<file path="src/rtl/dfu_boot_ctrl.sv">
// dfu_boot_ctrl
//   Boot-control and status-LED sequencer for the TinyDFU bootloader.
//   After reset release the DFU core is held in reset for USB_RESET_CYCLES.
//   The USB pull-up is then enabled and the auto-boot timer starts. DFU
//   activity or the user button cancels the auto boot. A DFU detach, or an
//   uncancelled timeout, raises a sticky boot_now. The status LEDs show a
//   bounce pattern, an idle blink (dfuIDLE) or all-lit (booting).
//
// Ports
//   clk             in   system clock
//   resetn          in   asynchronous active-low reset
//   dfu_state       in   [7:0] DFU state from the core (same clock domain)
//   dfu_detach      in   single-cycle detach pulse from the core
//   user_btn        in   asynchronous "stay in bootloader" button, active-high
//   usb_reset       out  reset to the DFU core, active-high
//   usb_pull_en     out  USB D+ pull-up enable
//   auto_boot_armed out  high while the auto-boot timer runs
//   boot_now        out  sticky request to boot the user image
//   led             out  [NUM_LEDS-1:0] status LEDs
module dfu_boot_ctrl #(
  parameter int CLK_HZ           = 12000000,
  parameter int BOOT_TIMEOUT_S   = 5,
  parameter int USB_RESET_CYCLES = 65535,
  parameter int NUM_LEDS         = 3,
  parameter int BLINK_BIT        = 21,
  parameter int SCAN_BIT         = 20,
  parameter bit LED_ACTIVE_LOW   = 1'b1
) (
  input  logic                clk,
  input  logic                resetn,
  input  logic [7:0]          dfu_state,
  input  logic                dfu_detach,
  input  logic                user_btn,
  output logic                usb_reset,
  output logic                usb_pull_en,
  output logic                auto_boot_armed,
  output logic                boot_now,
  output logic [NUM_LEDS-1:0] led
);

  localparam int BOOT_CYCLES = CLK_HZ * BOOT_TIMEOUT_S;
  localparam int TMR_W = (BOOT_CYCLES > 1) ? $clog2(BOOT_CYCLES) : 1;
  localparam int RST_W = (USB_RESET_CYCLES > 1) ? $clog2(USB_RESET_CYCLES) : 1;
  localparam int CNT_W = ((BLINK_BIT > SCAN_BIT) ? BLINK_BIT : SCAN_BIT) + 1;
  localparam int POS_W = (NUM_LEDS > 1) ? $clog2(NUM_LEDS) : 1;

  localparam logic [TMR_W-1:0] TMR_LOAD = TMR_W'(BOOT_CYCLES - 1);
  localparam logic [RST_W-1:0] RST_LOAD = RST_W'(USB_RESET_CYCLES - 1);
  localparam logic [POS_W-1:0] POS_LAST = POS_W'(NUM_LEDS - 1);

  typedef enum logic [1:0] {
    S_HOLD_RST = 2'd0,
    S_ARMED    = 2'd1,
    S_HELD     = 2'd2,
    S_BOOT     = 2'd3
  } state_t;

  state_t              r_state;
  state_t              w_next_state;
  logic [RST_W-1:0]    r_rst_cnt;
  logic [TMR_W-1:0]    r_tmr;
  logic [CNT_W-1:0]    r_cnt;
  logic                r_scan_d;
  logic [POS_W-1:0]    r_pos;
  logic                r_dir_up;
  logic                r_btn_s1;
  logic                r_btn_s2;
  logic                r_usb_reset;
  logic                r_pull_en;
  logic                r_armed;
  logic                r_boot;
  logic [NUM_LEDS-1:0] r_led;

  logic                w_cancel;
  logic                w_scan_rise;
  logic                w_usb_reset;
  logic                w_armed;
  logic                w_boot;
  logic [NUM_LEDS-1:0] w_pat;

  // Any DFU state beyond dfuIDLE means a host is talking to us.
  assign w_cancel    = (dfu_state > 8'd2) || r_btn_s2;
  assign w_scan_rise = r_cnt[SCAN_BIT] & ~r_scan_d;

  // State register
  always_ff @(posedge clk or negedge resetn) begin
    if (!resetn) r_state <= S_HOLD_RST;
    else         r_state <= w_next_state;
  end

  // Next-state logic; in ARMED the priority is detach > cancel > timeout
  always_comb begin
    w_next_state = r_state;
    case (r_state)
      S_HOLD_RST: if (r_rst_cnt == '0) w_next_state = S_ARMED;
      S_ARMED: begin
        if (dfu_detach)        w_next_state = S_BOOT;
        else if (w_cancel)     w_next_state = S_HELD;
        else if (r_tmr == '0)  w_next_state = S_BOOT;
      end
      S_HELD:   if (dfu_detach) w_next_state = S_BOOT;
      S_BOOT:   w_next_state = S_BOOT;
      default:  w_next_state = S_HOLD_RST;
    endcase
  end

  // Output decode from the next state so the registered outputs change on
  // the same edge as the state itself.
  always_comb begin
    w_usb_reset = (w_next_state == S_HOLD_RST);
    w_armed     = (w_next_state == S_ARMED);
    w_boot      = (w_next_state == S_BOOT);
  end

  always_ff @(posedge clk or negedge resetn) begin
    if (!resetn) begin
      r_usb_reset <= 1'b1;
      r_pull_en   <= 1'b0;
      r_armed     <= 1'b0;
      r_boot      <= 1'b0;
    end else begin
      r_usb_reset <= w_usb_reset;
      r_pull_en   <= ~w_usb_reset;
      r_armed     <= w_armed;
      r_boot      <= w_boot;
    end
  end

  // Reset-hold counter, boot timer, button synchroniser, free-running counter
  always_ff @(posedge clk or negedge resetn) begin
    if (!resetn) begin
      r_rst_cnt <= RST_LOAD;
      r_tmr     <= TMR_LOAD;
      r_btn_s1  <= 1'b0;
      r_btn_s2  <= 1'b0;
      r_cnt     <= '0;
      r_scan_d  <= 1'b0;
    end else begin
      r_btn_s1 <= user_btn;
      r_btn_s2 <= r_btn_s1;
      r_cnt    <= r_cnt + CNT_W'(1);
      r_scan_d <= r_cnt[SCAN_BIT];
      if (r_state == S_HOLD_RST && r_rst_cnt != '0)
        r_rst_cnt <= r_rst_cnt - RST_W'(1);
      // Timer is frozen outside ARMED and stops at zero rather than wrapping.
      if (r_state == S_HOLD_RST && w_next_state == S_ARMED)
        r_tmr <= TMR_LOAD;
      else if (r_state == S_ARMED && r_tmr != '0)
        r_tmr <= r_tmr - TMR_W'(1);
    end
  end

  // Bounce position: 0..N-1 then back down, reversing at each end
  always_ff @(posedge clk or negedge resetn) begin
    if (!resetn) begin
      r_pos    <= '0;
      r_dir_up <= 1'b1;
    end else if (w_scan_rise && NUM_LEDS > 1) begin
      if (r_dir_up) begin
        if (r_pos == POS_LAST) begin
          r_pos    <= r_pos - POS_W'(1);
          r_dir_up <= 1'b0;
        end else begin
          r_pos <= r_pos + POS_W'(1);
        end
      end else begin
        if (r_pos == '0) begin
          r_pos    <= r_pos + POS_W'(1);
          r_dir_up <= 1'b1;
        end else begin
          r_pos <= r_pos - POS_W'(1);
        end
      end
    end
  end

  // Logical LED pattern (1 = lit)
  always_comb begin
    w_pat = '0;
    if (r_state == S_BOOT) begin
      w_pat = '1;
    end else if (dfu_state == 8'd2) begin
      w_pat[0] = r_cnt[BLINK_BIT];
    end else begin
      for (int i = 0; i < NUM_LEDS; i++)
        if (r_pos == POS_W'(i)) w_pat[i] = 1'b1;
    end
  end

  always_ff @(posedge clk or negedge resetn) begin
    if (!resetn) r_led <= {NUM_LEDS{LED_ACTIVE_LOW}};
    else         r_led <= LED_ACTIVE_LOW ? ~w_pat : w_pat;
  end

  assign usb_reset       = r_usb_reset;
  assign usb_pull_en     = r_pull_en;
  assign auto_boot_armed = r_armed;
  assign boot_now        = r_boot;
  assign led             = r_led;

endmodule

</file>
<file path="config.mk">
export PLATFORM = sky130hd
export DESIGN_NAME = dfu_boot_ctrl
export DESIGN_NICKNAME = d
export VERILOG_FILES = /design/src/rtl/dfu_boot_ctrl.sv
export SDC_FILE = /design/constraint.sdc
export NUM_CORES = 1
export LEC_CHECK = 0
export CAP_MARGIN = 0
export CELL_PAD_IN_SITES_DETAIL_PLACEMENT = 1
export CELL_PAD_IN_SITES_GLOBAL_PLACEMENT = 1
export CORE_AREA = 10 10 98 100
export DETAILED_ROUTE_END_ITERATION = 12
export DIE_AREA = 0 0 108 110
export PLACE_DENSITY_LB_ADDON = 0.1
export SLEW_MARGIN = 20
export SYNTH_ARGS = -nofsm -noshare
export SYNTH_HDL_FRONTEND = slang
export SYNTH_SLANG_ARGS = --single-unit
</file>
<file path="constraint.sdc">
create_clock -name clk -period 5.5 [get_ports clk]
set_input_delay 1.65 -clock clk [delete_from_list [all_inputs] [get_ports clk]]
set_output_delay 1.65 -clock clk [all_outputs]
set_load 0.01 [all_outputs]
</file>
# Word-level counts from Yosys, hierarchy flattened
# Cells that the tools add are included.
word_totals:
  rom_bits: 0
  wordCells: 63
  in_bits: 12
  register_bits: 79
  n_memories: 0
  latch_bits: 0
  ram_bits: 0
op_classes:
  mux: 19
  mul: 0
  eq_ne: 8
  n_bitwise: 4
  addsub: 5
  n_reduce_logical: 12
  order_cmp: 1
  div: 0
  shifts: 0
ops:
  columns: ["operator", "n"]
  rows:
  - ["$mux 26", 2]
  - ["$logic_not 26->1", 1]
  - ["$reduce_bool 26->1", 1]
  - ["$sub 26x1->26 const B", 1]
  - ["$add 22x1->22 const B", 1]
  - ["$mux 2", 9]
  - ["$logic_not 16->1", 1]
  - ["$reduce_bool 16->1", 1]
  - ["$sub 16x1->16 const B", 1]
  - ["$eq 2x2->1 const B", 4]
  - ["$eq 8x2->1 const B", 1]
  - ["$gt 8x2->1 const B", 1]
  - ["$pmux 2 s4", 1]
  - ["$eq 2x1->1 const B", 3]
  - ["$logic_not 2->1", 3]
  - ["$mux 1", 6]
  - ["$logic_and 1x1->1", 3]
  - ["$mux 3", 1]
  - ["$not 3->3", 1]
  - ["$add 2x1->2 const B", 1]
  - ["$not 1->1", 2]
  - ["$reduce_bool 2->1", 1]
  - ["$sub 2x1->2 const B", 1]
  - ["$and 1x1->1", 1]
  - ["$logic_or 1x1->1", 1]

# Logic depth before layout (Yosys ltp)
depth:
  ltp_word: 8
  mapped_depth: 9

# Least setup slack after synthesis
# No wires, ideal clock.
synth_path:
  path_kind: "in2reg"
  from: "input port dfu_state[6]"
  to: "register r_led[0] (netlist: led[0])"
  slack_ns: 2.855
  arrival_time_ns: 2.563
  n_path_buf: 0
  path_stages: 4
  path_cell_list: "nor4_1 -> nand4b_1 -> or2_2 -> a22oi_1"
synth_via:
  elab_chain_len: 4
synth_rtl:
  columns: ["item", "line_no", "source"]
  rows:
  - ["start: declaration", "31", "input logic [7:0] dfu_state,"]
  - ["$eq 8x2->1", "182", "end else if (dfu_state == 8'd2) begin"]
  - ["$mux 1", "182", null]
  - ["$mux 3", "180", "if (r_state == S_BOOT) begin"]
  - ["$not 3->3", "192", "else r_led <= LED_ACTIVE_LOW ? ~w_pat : w_pat;"]
  - ["end signal: assignment", "191", "if (!resetn) r_led <= {NUM_LEDS{LED_ACTIVE_LOW}};"]
  - ["end signal: assignment", "192", null]
  - ["end: declaration", "72", "logic [NUM_LEDS-1:0] r_led;"]
# Every way passes these cells.
# A chain may end at the register's enable or synchronous reset.

# Worst setup path after layout
layout_path:
  from: "register r_led[0] (netlist: led[0])"
  to: "output port led[0]"
layout_rtl:
  columns: ["item", "line_no", "source"]
  rows:
  - ["end: declaration", "38", "output logic [NUM_LEDS-1:0] led"]
# No word-level cell between the ends.

==> impl_metrics.toml <==
[place]
post-place-ws_ps = 2330
io_buffers = 18
place_inst = 470
place_hpwl_mm = 5.77
gp_congestion = 0.831

[floorplanning]
initial_core_util_pct = 50.4
die-height_um = 110
rows = 32
io_pins = 19
die_w_um = 108
coreArea_um2 = 7650
die_area_um2 = 11900

[worst_setup_path]
crit_end = "led[0]"
worst-path-buf-inv = 1
crit_path_cell_trace = "clkdlybuf4s50_1"
reg2reg_from = "r_tmr[5]"
cp-end-kind = "primary output"
slowest_stage = "dfstp_2"
worstPathMaxFanout = 1
crit_start = "led[0]"
cp.depth = 1
reg2reg_slack_ps = 2830
worstRegToRegCells = 5
critical_path_class = "reg2out"
r2r-end = "r_tmr[15]"
critPathMaxStageDelay_ps = 530
crit_arrival_ps = 1400
crit_required_ps = 3850
critical-path-top-delay-family = "flip-flops"
start_kind = "flop"

[timing]
slew_viol_final = 0
fin_crit_sh_pct = 55.5
tightestPinTransition_ps = 948
relSlewSlack_pct = 36.8
hold_viol_final = 0
fin_tns_setup_ps = 0
finalWorstSetupSlack_ps = 2450
skew_ps = 12.7
fin_hold_ws_ps = 360
min_period_ps = 3050
setup_viol = 0
rsz0062_at_grt = "no"
max_freq_mhz = 328

[global_routing]
grt_pass1_wl_mm = 14.6
gr-total-overflow = 0
antenna_found_initial = 0
globalRouteTotalUtil_pct = 15.1
grt_max_degree = 80
grt_pass1_vias = 3026

[finish]
final_util_pct = 56.3
nets = 394
num_antenna_cells = 0
syn_to_final_growth_pct = 11.6
regArea_um2 = 2020
fillCellCount = 816
drive_above_1_share_pct = 16.1
multi_input_area_um2 = 1740
final_cells = 486

[synth]
synthFlopType = "dfrtp_1"
synth_cells = 359
ys_async_sr_fraction_pct = 100
ys_types = 51
ys_ff_latch = 79
synth-edff-count = 0
synth_area_um2 = 3850
synth_fp_nets = 374
synth_warnings = 0
ys_seq_area_share_pct = 52.5
avgSynthCellArea_um2 = 10.7

[drt]
viasPerCell = 5.81
vias = 2822
drc_errors = 0
routed_wirelength_mm = 8.19
drtIter0Drc = 123
ant_nets = 0
wl_per_cell_um = 16.8
dr.pass1.iters = 4

[clocking]
cts_resized = 0
cts_htree_levels = 3
cts_num_sinks = 79
clockBufferDepth = 2
numCtsBuffers = 9
hold_buffers = 0
path_clk_slew_ps = 90
cts_root_buffer = "clkbuf_8"
cts_tree = "yes"
clk-insertion-delay-late_ps = 350
post_cts_buffers = 0

[power]
clockPowerShare_pct = 42.1
combPwrFrac_pct = 1.9
leakagePower_nw = 1.84
seqPwrFrac_pct = 56.0
ir_worst_vdd_v = 0.000112
p_sw_uw = 236
swShare_pct = 22.7
power-per-cell-area_nw_per_um2 = 242
intPower_uw = 804

[hold_path]
hold_path_depth = 0
hp-class = "reg2reg"

[status]
outcome = "completed"

[run]
cap_viol_max_count = 0
-- per-stage QoR --
stage               area [um^2]  power, mW
floorplan                  3850      0.595
global placement           4100      0.614
detailed placement         4100      0.614
CTS                        4300       1.05
global route               4300       1.09
finish                     4300       1.04
-- kinds of logic after synthesis --
group,count (synthesis),synth area share (%)
compound gates,40,6.91
xor+xnor,38,8.63
fa+ha+maj,3,0.974
buf+inv,17,2.34
flops,79,52.5
mux,13,3.38
simple gates,169,25.3
-- cell usage after synthesis, drive strengths merged, types with 7 or more instances --
cell type | instances | area share [%]
nand2 | 24 | 2.3
dfrtp | 42 | 27
inv | 8 | 0.78
xor2 | 11 | 2.5
nor2 | 27 | 2.8
nand4 | 13 | 2.1
dfstp | 37 | 25
o21ai | 11 | 1.4
nand3 | 16 | 2.1
nor3 | 15 | 2.1
or3 | 7 | 1.3
and3 | 9 | 1.5
xnor2 | 27 | 6.1
nor4 | 20 | 3.6
mux2i | 13 | 3.4
nand2b | 7 | 1.1
-- final cells by class --
type / count / area share (%)
well taps: 102 / 2.97
flip-flops and latches: 79 / 47.0
inverters: 8 / 0.698
multi-input cells: 263 / 40.5
repair buffers: 18 / 4.13
clock inverters: 7 / 1.83
clock buffers: 9 / 2.88
-- how the worst min path moves through the flow --
stage / start / slack [ps] / end
after global placement: r_btn_s1 / 340 / r_btn_s2
after floorplan: r_btn_s1 / 330 / r_btn_s2
after CTS: r_btn_s1 / 360 / r_btn_s2
after detailed placement: r_btn_s1 / 340 / r_btn_s2
after global routing: r_btn_s1 / 380 / r_btn_s2
final: r_btn_s1 / 360 / r_btn_s2
-- registers in the layout, summed over array words and instances (netlist names), 2 cells and up, named ones only --
| signal | cells |
|---|---|
| led | 3 |
| r_state | 2 |
| r_pos | 2 |
| r_rst_cnt | 16 |
| r_tmr | 26 |
| r_cnt | 22 |
-- power groups by stage --
| stage | registers (mW) | logic (mW) | clock network [mW] |
|---|---|---|---|
| after floorplan | 0.593 | 0.00136 | 0 |
| after global placement | 0.593 | 0.0208 | 0 |
| after detailed placement | 0.593 | 0.0210 | 0 |
| after CTS | 0.583 | 0.0209 | 0.449 |
| after global routing | 0.583 | 0.0230 | 0.480 |
| final | 0.583 | 0.0197 | 0.438 |
-- routing by layer --
metal | global-route usage (%) | vias to the layer above | routed length (um)
li1 | - | 1349 | -
met2 | 24.1 | 25 | 3950
met4 | 5.53 | 0 | 73
met1 | 19.7 | 1441 | 3920
met3 | 3.31 | 7 | 245
met5 | 0 | - | 0
-- layout by cell type (no fill, tap or decap), types with 2 or more instances in the layout --
master           netlist  layout
mux2i_1               13      13
nand3b_1               2       2
clkbuf_8               0       9
and2_1                 2       2
o21ai_0               11      11
a32oi_1                2       2
or3_1                  6       6
or4_1                  6       6
xnor2_1               27      27
nor2b_1                2       2
nand2b_1               7       7
o31ai_1                4       4
nor4_1                19      19
inv_6                  0       2
inv_1                  8       8
nor2_1                26      26
dfstp_2               37      37
a21oi_1                6       6
or2_2                  3       3
and3_1                 9       9
a211oi_1               2       2
dfrtp_1               42      42
nor3_1                14      14
a21boi_0               2       2
a22o_1                 2       2
clkdlybuf4s50_1        0      17
nand3_1               16      16
nand2_1               24      24
nand4b_1               2       2
a31oi_1                2       2
ha_1                   3       3
xor2_1                11      11
and4_1                 6       6
o21bai_1               4       4
nand4_1               13      13
nor4b_1                3       3
clkinv_4               0       3
No activity file was read; power rests on OpenSTA's default activity.
